**config.mk**
```make
export PLATFORM = sky130hd
export DESIGN_NAME = approx_mult_pipe
export DESIGN_NICKNAME = d
export VERILOG_FILES = /design/src/rtl/approx_mult_pkg.sv /design/src/rtl/approx_col_compress.sv /design/src/rtl/approx_mult_pipe.sv
export SDC_FILE = /design/constraint.sdc
export NUM_CORES = 1
export LEC_CHECK = 0
export CAP_MARGIN = 5
export CORE_MARGIN = 10
export CORE_UTILIZATION = 55
export CTS_CLUSTER_DIAMETER = 30
export CTS_CLUSTER_SIZE = 16
export DETAILED_ROUTE_END_ITERATION = 8
export PLACE_DENSITY = 0.75
export SLEW_MARGIN = 15
export SYNTH_ARGS = -nofsm -noshare
export SYNTH_HDL_FRONTEND = slang
export SYNTH_SLANG_ARGS = --single-unit
export TNS_END_PERCENT = 10
```
**constraint.sdc**
```tcl
create_clock -name clk -period 9.1 [get_ports clk]
set_input_delay 1.82 -clock clk [delete_from_list [all_inputs] [get_ports clk]]
set_output_delay 1.82 -clock clk [all_outputs]
set_load 0.05 [all_outputs]
```
**src/rtl/approx_mult_pkg.sv**
```systemverilog
// Shared definitions for the pipelined approximate multiplier:
// pipeline latency, the per-transaction mode encoding and a bit-level
// reference model of the approximate product.
package approx_mult_pkg;

  localparam int LATENCY = 3;

  typedef enum logic {
    MODE_EXACT  = 1'b0,
    MODE_APPROX = 1'b1
  } mode_t;

  // Reference product for operands up to 32 bits. Columns below `cols`
  // contribute a single OR bit each; everything above is summed exactly.
  // cols = 0 gives the exact product.
  function automatic logic [63:0] approx_ref(input logic [31:0] a,
                                             input logic [31:0] b,
                                             input int          cols);
    logic [63:0] hi;
    logic [63:0] lo;
    hi = '0;
    lo = '0;
    for (int i = 0; i < 32; i++) begin
      for (int j = 0; j < 32; j++) begin
        if (a[j] && b[i]) begin
          if (i + j >= cols) hi = hi + (64'd1 << (i + j));
          else               lo[i + j] = 1'b1;
        end
      end
    end
    return hi + lo;
  endfunction

endpackage

```
**src/rtl/approx_col_compress.sv**
```systemverilog
// Column compression for the approximate multiplier. Reduces the partial
// product array to two rows whose sum is the (approximate) product.
// In approximate mode the low APPROX_COLS columns are collapsed to one OR
// bit each and placed in row_s; row_c is zero there, so adding the two rows
// never carries out of the low region into the exact region.
module approx_col_compress
  import approx_mult_pkg::*;
#(
  parameter int WIDTH       = 16,
  parameter int APPROX_COLS = 8
) (
  input  logic [WIDTH-1:0][WIDTH-1:0] pp,
  input  mode_t                       mode,
  output logic [2*WIDTH-1:0]          row_s,
  output logic [2*WIDTH-1:0]          row_c
);

  localparam int PW = 2 * WIDTH;

  logic [PW-1:0] col_mask;
  logic [PW-1:0] or_row;
  logic [PW-1:0] pp_row;
  logic [PW-1:0] sum;
  logic [PW-1:0] carry;
  logic [PW-1:0] nsum;
  logic [PW-1:0] ncarry;

  // OR-compress the low columns and carry-save the rest down to two rows
  always_comb begin
    col_mask = '1;
    or_row   = '0;
    pp_row   = '0;
    sum      = '0;
    carry    = '0;
    nsum     = '0;
    ncarry   = '0;
    if (mode == MODE_APPROX) begin
      for (int c = 0; c < PW; c++) begin
        if (c < APPROX_COLS) col_mask[c] = 1'b0;
      end
      for (int i = 0; i < WIDTH; i++) begin
        for (int j = 0; j < WIDTH; j++) begin
          if (i + j < APPROX_COLS) or_row[i + j] = or_row[i + j] | pp[i][j];
        end
      end
    end
    // Masked rows have no bits in low columns, and carries only move
    // upward, so the CSA output stays clear below APPROX_COLS.
    for (int i = 0; i < WIDTH; i++) begin
      pp_row = (PW'(pp[i]) << i) & col_mask;
      nsum   = sum ^ carry ^ pp_row;
      ncarry = ((sum & carry) | (sum & pp_row) | (carry & pp_row)) << 1;
      sum    = nsum;
      carry  = ncarry;
    end
    row_s = sum | or_row;
    row_c = carry;
  end

endmodule

```
**src/rtl/approx_mult_pipe.sv**
```systemverilog
// Three-stage pipelined unsigned WIDTH x WIDTH multiplier with a per-
// transaction exact/approximate mode and valid/ready handshakes.
//   S1: partial-product array, mode, tag
//   S2: two compressed rows, mode, tag
//   S3: carry-propagate sum (output register)
// The stall is global: every stage advances only when the output register
// is empty or being drained.
// Optional: define APPROX_MULT_STATS_EN to add transaction counters.
module approx_mult_pipe
  import approx_mult_pkg::*;
#(
  parameter int WIDTH       = 16,
  parameter int APPROX_COLS = 8,
  parameter int TAG_W       = 4
) (
  input  logic                 clk,
  input  logic                 rst_n,
  input  logic                 flush,
  input  logic                 in_valid,
  output logic                 in_ready,
  input  logic [WIDTH-1:0]     in_a,
  input  logic [WIDTH-1:0]     in_b,
  input  logic                 in_mode,
  input  logic [TAG_W-1:0]     in_tag,
  output logic                 out_valid,
  input  logic                 out_ready,
  output logic [2*WIDTH-1:0]   out_res,
  output logic                 out_mode,
  output logic [TAG_W-1:0]     out_tag
`ifdef APPROX_MULT_STATS_EN
  ,
  input  logic                 stat_clr,
  output logic [31:0]          stat_txn_cnt,
  output logic [31:0]          stat_approx_cnt
`endif
);

  localparam int PW = 2 * WIDTH;

  logic                        advance;
  logic                        accept;
  logic [WIDTH-1:0][WIDTH-1:0] pp_d;
  logic [PW-1:0]               row_s_d;
  logic [PW-1:0]               row_c_d;

  logic                        s1_valid_q;
  logic [WIDTH-1:0][WIDTH-1:0] s1_pp_q;
  mode_t                       s1_mode_q;
  logic [TAG_W-1:0]            s1_tag_q;

  logic                        s2_valid_q;
  logic [PW-1:0]               s2_row_s_q;
  logic [PW-1:0]               s2_row_c_q;
  mode_t                       s2_mode_q;
  logic [TAG_W-1:0]            s2_tag_q;

  logic                        out_valid_q;
  logic [PW-1:0]               out_res_q;
  mode_t                       out_mode_q;
  logic [TAG_W-1:0]            out_tag_q;

  assign advance  = !out_valid_q || out_ready;
  assign in_ready = advance && !flush && rst_n;
  assign accept   = in_valid && in_ready;

  // Partial-product array: pp[i][j] = a[j] & b[i], weight 2^(i+j)
  always_comb begin
    pp_d = '0;
    for (int i = 0; i < WIDTH; i++) begin
      for (int j = 0; j < WIDTH; j++) begin
        pp_d[i][j] = in_a[j] & in_b[i];
      end
    end
  end

  approx_col_compress #(
    .WIDTH       (WIDTH),
    .APPROX_COLS (APPROX_COLS)
  ) u_compress (
    .pp    (s1_pp_q),
    .mode  (s1_mode_q),
    .row_s (row_s_d),
    .row_c (row_c_d)
  );

  // Stage valid bits: cleared by reset or flush, shifted on advance
  always_ff @(posedge clk) begin
    if (!rst_n) begin
      s1_valid_q  <= 1'b0;
      s2_valid_q  <= 1'b0;
      out_valid_q <= 1'b0;
    end else if (flush) begin
      s1_valid_q  <= 1'b0;
      s2_valid_q  <= 1'b0;
      out_valid_q <= 1'b0;
    end else if (advance) begin
      s1_valid_q  <= accept;
      s2_valid_q  <= s1_valid_q;
      out_valid_q <= s2_valid_q;
    end
  end

  // Internal data stages load only when holding a live transaction
  always_ff @(posedge clk) begin
    if (accept) begin
      s1_pp_q   <= pp_d;
      s1_mode_q <= mode_t'(in_mode);
      s1_tag_q  <= in_tag;
    end
    if (advance && s1_valid_q) begin
      s2_row_s_q <= row_s_d;
      s2_row_c_q <= row_c_d;
      s2_mode_q  <= s1_mode_q;
      s2_tag_q   <= s1_tag_q;
    end
  end

  // Output register: reset to zero, holds while stalled
  always_ff @(posedge clk) begin
    if (!rst_n) begin
      out_res_q  <= '0;
      out_mode_q <= MODE_EXACT;
      out_tag_q  <= '0;
    end else if (advance && s2_valid_q && !flush) begin
      out_res_q  <= s2_row_s_q + s2_row_c_q;
      out_mode_q <= s2_mode_q;
      out_tag_q  <= s2_tag_q;
    end
  end

  assign out_valid = out_valid_q;
  assign out_res   = out_res_q;
  assign out_mode  = out_mode_q;
  assign out_tag   = out_tag_q;

`ifdef APPROX_MULT_STATS_EN
  logic [31:0] stat_txn_q;
  logic [31:0] stat_approx_q;

  // Saturating delivery counters; clear beats increment, flush leaves them
  always_ff @(posedge clk) begin
    if (!rst_n || stat_clr) begin
      stat_txn_q    <= '0;
      stat_approx_q <= '0;
    end else if (out_valid_q && out_ready) begin
      if (stat_txn_q != 32'hFFFF_FFFF) stat_txn_q <= stat_txn_q + 32'd1;
      if (out_mode_q == MODE_APPROX && stat_approx_q != 32'hFFFF_FFFF)
        stat_approx_q <= stat_approx_q + 32'd1;
    end
  end

  assign stat_txn_cnt    = stat_txn_q;
  assign stat_approx_cnt = stat_approx_q;
`endif

endmodule

```
==> flow_summary_export.csv, run 1 <==
group,metric,value,unit
setup_path,critPathTopFamily,"adder cells",
drt,totalWireLength,33000,um
timing,max_freq,127,MHz
logic_synthesis,synthMostInstantiatedCell,"edfxtp_1",
clock_network,clk_pin_slew,50,ps
floorplanning,coreArea,0.0334,mm^2
floorplanning,rows,67,
worst_hold_path,whs_endpoint,"s2_tag_q[3]",
timing,relSlewSlack,25.4,%
clock_network,cts_setup_buffers,0,
clock_network,cts_made_buffers,76,
floorplanning,die_area,0.0415,mm^2
clock_network,ctsLongestPathBuffers,3,
logic_synthesis,synth_ff_type,"edfxtp_1",
floorplanning,die_w,204,um
timing,fin_tns_setup,0,ps
logic_synthesis,synthArstFlopShare,0,%
logic_synthesis,synthTopCellsByArea,"edfxtp_1 50%, fa_1 23%, and2_1 8.7%, dfxtp_1 4.3%, inv_1 3.5%",
placed_design,place_congestion,0.777,
global_route,track_usage,16.6,%
layout,area_growth,21.1,%
layout,drive_above_1_share,9.67,%
logic_synthesis,yosys.area.top_type,"edfxtp_1",
setup_path,end_kind,"register",
timing,min_period_over_period,86.6,%
timing,tightest_slew,1120,ps
clock_network,cts.sinks,352,
clock_network,cts_tree,"built",
timing,setup_viol,0,
setup_path,timing.rr.start,"s1_mode_q",
setup_path,slowest_delay,520,ps
drt,drc,0,
drt,viasPerCell,5.08,
floorplanning,die_h,204,um
placed_design,place_ws,1160,ps
worst_hold_path,worstHoldStart,"s1_tag_q[3]",
logic_synthesis,syn_avg_cell_area,14.1,um^2
global_route,grt_pass1_vias,11116,
layout,num-fill-cells,2258,
timing,worst_slack,1220,ps
logic_synthesis,ys_warn_count,0,
logic_synthesis,synth_top_area_share,50.5,%
setup_path,cpMostUsedCell,"fa_1",
clock_network,cts_resized,0,
floorplanning,initial_core_util,55.5,%
timing,rsz0062_at_grt,"false",
setup_path,reg2reg_to,"s2_row_s_q[15]",
setup_path,path_cells,"buf_4 -> nor2b_1 -> ha_1 -> inv_1 -> fa_1 -> fa_1 -> fa_1 -> fa_1 -> inv_1 -> fa_1 -> fa_1 -> fa_1 -> fa_1 -> fa_1 -> fa_1 -> fa_1 -> inv_1 -> fa_1 -> fa_1 -> fa_1 -> inv_1",
layout,post-route-util,67.2,%
clock_network,ctsHoldBuffers,0,
timing,finalHoldViolCount,0,
setup_path,crit_fanout,34,
timing,slew_viol_final,0,
worst_hold_path,holdPathStages,0,
logic_synthesis,synth_seq_cells,352,
setup_path,slowest_stage,"fa_1",
clock_network,cts_root_buffer,"clkbuf_16",
logic_synthesis,synth.cell_area,0.0186,mm^2
logic_synthesis,synth-seq-area-share,54.8,%
drt,ant_nets,0,
logic_synthesis,syn_inst,1320,
placed_design,numPortBuffers,80,
drt,vias,9891,
setup_path,critPathLaunchType,"register",
timing,period_minus_slack,7880,ps
logic_synthesis,syn_nets,1603,
layout,antenna_cells,0,
setup_path,critPathRequiredTime,9420,ps
global_route,antenna_found_initial,0,
global_route,grt_pass1_wl,55500,um
setup_path,cp_num_buf_inv,5,
logic_synthesis,synth_common_cells,"312 x edfxtp_1, 258 x and2_1, 211 x fa_1",
setup_path,r2r_slack,1220,ps
clock_network,clk_latency,570,ps
logic_synthesis,ys_types,45,
logic_synthesis,synth_edf_count,312,
global_route,grt_max_degree,88,
setup_path,reg2reg_depth,21,
drt,drt_iter0_drc,644,
worst_hold_path,hp-class,"reg -> reg",
timing,skew,16.6,ps
floorplanning,pin_count,81,
clock_network,htreeDepth,3,
drt,wire_per_inst,17.0,um
status,status,"finished clean",
setup_path,crit_type,"reg -> reg",
flow_run,cap_violations,0,
drt,dr.pass1.iters,5,
layout,nets,1721,
setup_path,cp.arrival,8200,ps
global_route,grt-ovfl-total,0,
placed_design,dp_hpwl,22400,um
## how the worst max path moves through the flow
stage,from,endpoint,slack [ps],cells after the start
6_report,s1_mode_q,s2_row_s_q[15],1220,21
4_1_cts,s1_mode_q,s2_row_s_q[15],1150,21
3_5_place_dp,s1_mode_q,s2_row_s_q[15],1160,21
2_1_floorplan,s1_mode_q,s2_row_s_q[15],1450,23
3_3_place_gp,s1_mode_q,s2_row_s_q[15],1360,21
5_1_grt,s1_mode_q,s2_row_s_q[15],910,21
## per-layer routing
metal / global-route usage [%] / vias up / wire [um]
li1: - / 4555 / -
met1: 20.8 / 5062 / 13900
met3: 3.90 / 70 / 1470
met2: 27.8 / 204 / 16800
met4: 6.05 / 0 / 795
met5: 0 / - / 0
## area by class of cell
type                    instances  area, um^2  share of cell area [%]
flip-flops and latches        352       10200                    45.2
multi-input cells             748        7580                    33.7
clock buffers                  89        2080                    9.24
repair buffers                 88         861                    3.83
inverters                     172         646                    2.87
clock inverters                51         594                    2.64
well taps                     448         561                    2.49
## logic make-up (layout without fill, tap and decap cells)
logic type / after synthesis / in the layout / synth area share (%)
flops: 352 / 352 / 54.8
fa+ha+maj: 241 / 241 / 24.8
buf+inv: 220 / 400 / 4.45
mux: 1 / 1 / 0.0606
simple gates: 415 / 415 / 12.9
xor+xnor: 8 / 8 / 0.377
compound gates: 83 / 83 / 2.70
## worst register-to-register path, delay by kind of cell, from the launching register on
kind | cells | cell delay, ps
DFF | 1 | 490
and+or+nand+nor | 1 | 100
adders and majority gates | 15 | 6500
buffers and inverters | 5 | 540
## cell usage in the layout (no fill, tap or decap), types with 7 or more instances in the layout
master / instances
nand2b_1: 18
a21oi_1: 41
fa_1: 211
dfxtp_1: 40
nand2_1: 69
clkbuf_16: 81
buf_4: 8
edfxtp_1: 312
ha_1: 30
clkinv_2: 16
inv_1: 172
clkinv_1: 7
nand3_1: 12
and2_1: 256
clkdlybuf4s50_1: 80
nor2b_1: 24
clkinvlp_4: 10
o21ai_0: 13
nor2_1: 14
bufinv_16: 12
## flip-flops by register name, indices dropped and copies added, names as in the netlist
signal,count
s1_pp_q,256
s2_valid_q,1
out_mode,1
s2_row_c_q,15
out_tag,4
s1_mode_q,1
s1_tag_q,4
s1_valid_q,1
s2_tag_q,4
out_valid,1
out_res,32
s2_row_s_q,31
s2_mode_q,1
## metrics by stage
stage / cell area [um^2] / hold slack [ps] / cells
final: 22500 / 417 / 1948
after global routing: 22500 / 420 / 1948
after CTS: 22500 / 417 / 1948
after detailed placement: 19800 / 407 / 1808
after global placement: 19800 / 403 / 1808
after floorplan: 18600 / 400 / 1320
Power of run 1 is left out: the tool's default activity adds up to more than one toggle a clock period on the data nets, which glitch-free logic cannot reach.
==> run 2: changes to the inputs <==
- ABC_CLOCK_PERIOD_IN_PS: default -> 9100
- CORE_MARGIN: 10 -> 3
- DONT_BUFFER_PORTS: default -> 1
- PLACE_DENSITY: 0.75 -> 0.72
==> flow_summary_export.csv, run 2 (synthesized netlist as in run 1, its figures left out) <==
group,metric,value,unit
global_route,grt-ovfl-total,0,
setup_path,reg2reg_depth,21,
layout,nets,1648,
clock_network,clk_latency,590,ps
placed_design,dp_hpwl,21100,um
worst_hold_path,hp-class,"reg -> reg",
floorplanning,die_area,0.0360,mm^2
global_route,antenna_found_initial,0,
layout,area_growth,17.9,%
flow_run,cap_violations,0,
layout,drive_above_1_share,10.3,%
timing,relSlewSlack,25.2,%
floorplanning,rows,66,
timing,period_minus_slack,7870,ps
clock_network,cts_root_buffer,"clkbuf_16",
setup_path,reg2reg_to,"s2_row_s_q[15]",
floorplanning,die_h,190,um
clock_network,cts.sinks,352,
clock_network,cts_setup_buffers,0,
timing,setup_viol,0,
clock_network,clk_pin_slew,40,ps
placed_design,place_ws,1250,ps
layout,layout_common_cells,"312 x edfxtp_1, 256 x and2_1, 211 x fa_1, 172 x inv_1, 88 x clkbuf_16",
clock_network,ctsLongestPathBuffers,3,
floorplanning,die_w,190,um
drt,drt_iter0_drc,591,
clock_network,cts_tree,"built",
drt,drc,0,
worst_hold_path,worstHoldStart,"s1_tag_q[2]",
global_route,track_usage,18.9,%
worst_hold_path,whs_endpoint,"s2_tag_q[2]",
timing,min_period_over_period,86.5,%
setup_path,critPathLaunchType,"register",
floorplanning,pin_count,81,
layout,fin_area,0.0219,mm^2
timing,skew,22.5,ps
layout,largest_reg_flops,256,
layout,antenna_cells,0,
setup_path,cp.arrival,8200,ps
worst_hold_path,holdPathStages,0,
floorplanning,initial_core_util,56.5,%
global_route,grt_max_degree,171,
drt,totalWireLength,32200,um
status,status,"finished clean",
clock_network,cts_resized,0,
clock_network,cts_made_buffers,85,
layout,num-fill-cells,2234,
placed_design,dp_cells,1720,
placed_design,numPortBuffers,0,
placed_design,placed_area,0.0190,mm^2
drt,viasPerCell,5.12,
setup_path,end_kind,"register",
global_route,grt_pass1_wl,54000,um
timing,max_freq,127,MHz
setup_path,r2r_slack,1230,ps
floorplanning,coreArea,0.0329,mm^2
placed_design,place_congestion,0.803,
setup_path,crit_fanout,34,
layout,largest_register,"s1_pp_q",
timing,fin_tns_setup,0,ps
drt,ant_nets,0,
clock_network,ctsHoldBuffers,0,
layout,layoutNonFillerInstCount,1879,
setup_path,crit_type,"reg -> reg",
drt,dr.pass1.iters,5,
global_route,grt_pass1_vias,10967,
drt,vias,9629,
setup_path,timing.rr.start,"s1_mode_q",
drt,wire_per_inst,17.2,um
clock_network,htreeDepth,3,
timing,slew_viol_final,0,
layout,layout.cells.most_common,"edfxtp_1",
timing,worst_slack,1230,ps
timing,finalHoldViolCount,0,
timing,rsz0062_at_grt,"false",
timing,tightest_slew,1120,ps
setup_path,critPathRequiredTime,9430,ps
## run 2: cell types whose count changed in the layout (fill, tap and decap cells not counted), moves of 4 or more
cell	delta
clkbuf_1	+11
clkinvlp_4	-7
clkbuf_8	+4
clkbuf_16	+7
clkdlybuf4s50_1	-80
## run 2: stage by stage
stage | utilization [%] | hold WS, ps
6_report | 66.6 | 419
5_1_grt | 66.6 | 422
4_1_cts | 66.6 | 420
3_5_place_dp | 57.8 | 412
3_3_place_gp | 57.8 | 405
2_1_floorplan | - | 400
## run 2: area by class of cell
class                           instances  area [um^2]  area share, %
Tap cell                              442          553           2.53
Multi-Input combinational cell        748         7580           34.6
Sequential cell                       352        10200           46.5
Clock inverter                         48          537           2.45
Inverter                              172          646           2.95
Timing Repair Buffer                    6         57.6          0.263
Clock buffer                          111         2350           10.7
## run 2: critical path: stages (launching register included)
cell and delay (ps):
edfxtp_1 500, buf_4 350, nor2b_1 100, ha_1 290, inv_1 50, fa_1 390, fa_1 430, fa_1 430
fa_1 510, inv_1 50, fa_1 400, fa_1 530, inv_1 50, fa_1 400, fa_1 450, fa_1 430
fa_1 420, fa_1 430, fa_1 430, fa_1 430, fa_1 510, inv_1 40
## run 2: how the worst max path moves through the flow
stage | from | cells after the start | slack (ps) | to
floorplan | s1_mode_q | 23 | 1450 | s2_row_s_q[15]
global placement | s1_mode_q | 21 | 1370 | s2_row_s_q[15]
detailed placement | s1_mode_q | 21 | 1250 | s2_row_s_q[15]
CTS | s1_mode_q | 21 | 1200 | s2_row_s_q[15]
global route | s1_mode_q | 21 | 930 | s2_row_s_q[15]
finish | s1_mode_q | 21 | 1230 | s2_row_s_q[15]
## run 2: metal layers
layer / wire [um] / vias up / GRT usage, %
li1: - / 4410 / -
met1: 12900 / 4906 / 24.0
met2: 16500 / 239 / 31.4
met3: 1950 / 74 / 5.47
met4: 786 / 0 / 6.97
met5: 0 / - / 0
Power of run 2 is left out for the same reason.
==> run 3: changes to the inputs <==
- CELL_PAD_IN_SITES_DETAIL_PLACEMENT: default -> 1
- CELL_PAD_IN_SITES_GLOBAL_PLACEMENT: default -> 2
- CORE_UTILIZATION: 55 -> 42
- PLACE_DENSITY: 0.72 -> 0.75
==> flow_summary_export.csv, run 3 (synthesized netlist as in run 1, its figures left out) <==
group,metric,value,unit
layout,fin_area,0.0221,mm^2
placed_design,numPortBuffers,0,
drt,totalWireLength,35100,um
layout,num-fill-cells,4265,
clock_network,htreeDepth,3,
floorplanning,die_w,216,um
drt,vias,9700,
layout,layoutNonFillerInstCount,2027,
timing,fin_tns_setup,0,ps
clock_network,cts_made_buffers,89,
global_route,grt_pass1_wl,58700,um
layout,layout.cells.most_common,"edfxtp_1",
layout,largest_reg_flops,256,
timing,relSlewSlack,28.0,%
clock_network,cts_root_buffer,"clkbuf_16",
global_route,grt_pass1_vias,11519,
drt,ant_nets,0,
floorplanning,die_h,216,um
timing,tightest_slew,1080,ps
setup_path,critPathRequiredTime,9450,ps
worst_hold_path,hp-class,"reg -> reg",
setup_path,slowest_delay,650,ps
setup_path,crit_type,"reg -> reg",
layout,nets,1652,
timing,rsz0062_at_grt,"false",
setup_path,slowest_stage,"edfxtp_1",
setup_path,critPathLaunchType,"register",
floorplanning,die_area,0.0468,mm^2
placed_design,placed_area,0.0192,mm^2
setup_path,crit_fanout,28,
setup_path,path_cells,"buf_4 -> nor2b_1 -> ha_1 -> inv_1 -> fa_1 -> fa_1 -> fa_1 -> fa_1 -> inv_1 -> fa_1 -> fa_1 -> fa_1 -> fa_1 -> fa_1 -> inv_1 -> fa_1 -> fa_1 -> fa_1 -> fa_1 -> fa_1 -> inv_1",
global_route,grt_max_degree,174,
global_route,track_usage,15.6,%
setup_path,cp.arrival,8350,ps
setup_path,end_kind,"register",
clock_network,ctsLongestPathBuffers,3,
drt,viasPerCell,4.79,
timing,whs,416,ps
timing,period_minus_slack,7990,ps
drt,wire_per_inst,17.3,um
clock_network,ctsHoldBuffers,0,
floorplanning,pin_count,81,
floorplanning,initial_core_util,42.8,%
placed_design,dp_cells,1863,
clock_network,cts_resized,0,
timing,max_freq,125,MHz
layout,drive_above_1_share,10.7,%
status,status,"finished clean",
layout,antenna_cells,0,
timing,min_period_over_period,87.8,%
drt,dr.pass1.iters,5,
global_route,antenna_found_initial,0,
timing,slew_viol_final,0,
placed_design,dp_hpwl,23900,um
clock_network,clk_latency,600,ps
layout,layout_common_cells,"312 x edfxtp_1, 256 x and2_1, 211 x fa_1, 172 x inv_1, 90 x clkbuf_16",
layout,largest_register,"s1_pp_q",
timing,setup_viol,0,
clock_network,cts.sinks,352,
setup_path,cpMostUsedCell,"fa_1",
clock_network,clk_pin_slew,40,ps
timing,finalHoldViolCount,0,
clock_network,cts_tree,"built",
layout,area_growth,19.0,%
global_route,grt-ovfl-total,0,
flow_run,cap_violations,0,
timing,skew,16.1,ps
placed_design,place_congestion,0.751,
drt,drc,0,
floorplanning,coreArea,0.0434,mm^2
clock_network,cts_setup_buffers,0,
floorplanning,rows,76,
drt,drt_iter0_drc,448,
setup_path,r2r_slack,1110,ps
run 3: layer usage:
| layer | share of wire (%) | vias up | global-route usage (%) |
|---|---|---|---|
| li1 | - | 4418 | - |
| met1 | 42 | 5048 | 19.2 |
| met2 | 51 | 170 | 26.9 |
| met3 | 4.3 | 64 | 4.18 |
| met4 | 2.4 | 0 | 5.19 |
| met5 | 0 | - | 0 |
run 3: worst paths after layout:
kind / start / to / cells past startpoint
max: s1_mode_q / s2_row_s_q[15] / 21
min: s1_pp_q[0] / s2_row_s_q[0] / 0
max reg2reg: s1_mode_q / s2_row_s_q[15] / 21
min reg2reg: s1_pp_q[0] / s2_row_s_q[0] / 0
run 3: layout make-up:
| class | instances | area [um^2] | share of cell area (%) |
|---|---|---|---|
| flip-flops and latches | 352 | 10200 | 46.0 |
| clock buffers | 109 | 2360 | 10.7 |
| clock inverters | 55 | 538 | 2.44 |
| multi-input cells | 748 | 7580 | 34.3 |
| inverters | 172 | 646 | 2.92 |
| repair buffers | 6 | 57.6 | 0.261 |
| well taps | 585 | 732 | 3.31 |
run 3: through the flow:
stage | utilization, % | worst slack, ps
3_3_place_gp | 44.2 | 1130
4_1_cts | 50.9 | 1040
3_5_place_dp | 44.2 | 1030
2_1_floorplan | - | 1450
5_1_grt | 50.9 | 720
6_report | 50.9 | 1110
run 3: worst max-delay path, delay by kind of cell (launching register included):
| family | cells | cell delay [ps] |
|---|---|---|
| adder cells (fa/ha/maj) | 15 | 6450 |
| buffers and inverters | 5 | 550 |
| flip-flops | 1 | 650 |
| AND/OR/NAND/NOR | 1 | 90 |
Power of run 3 is left out for the same reason.
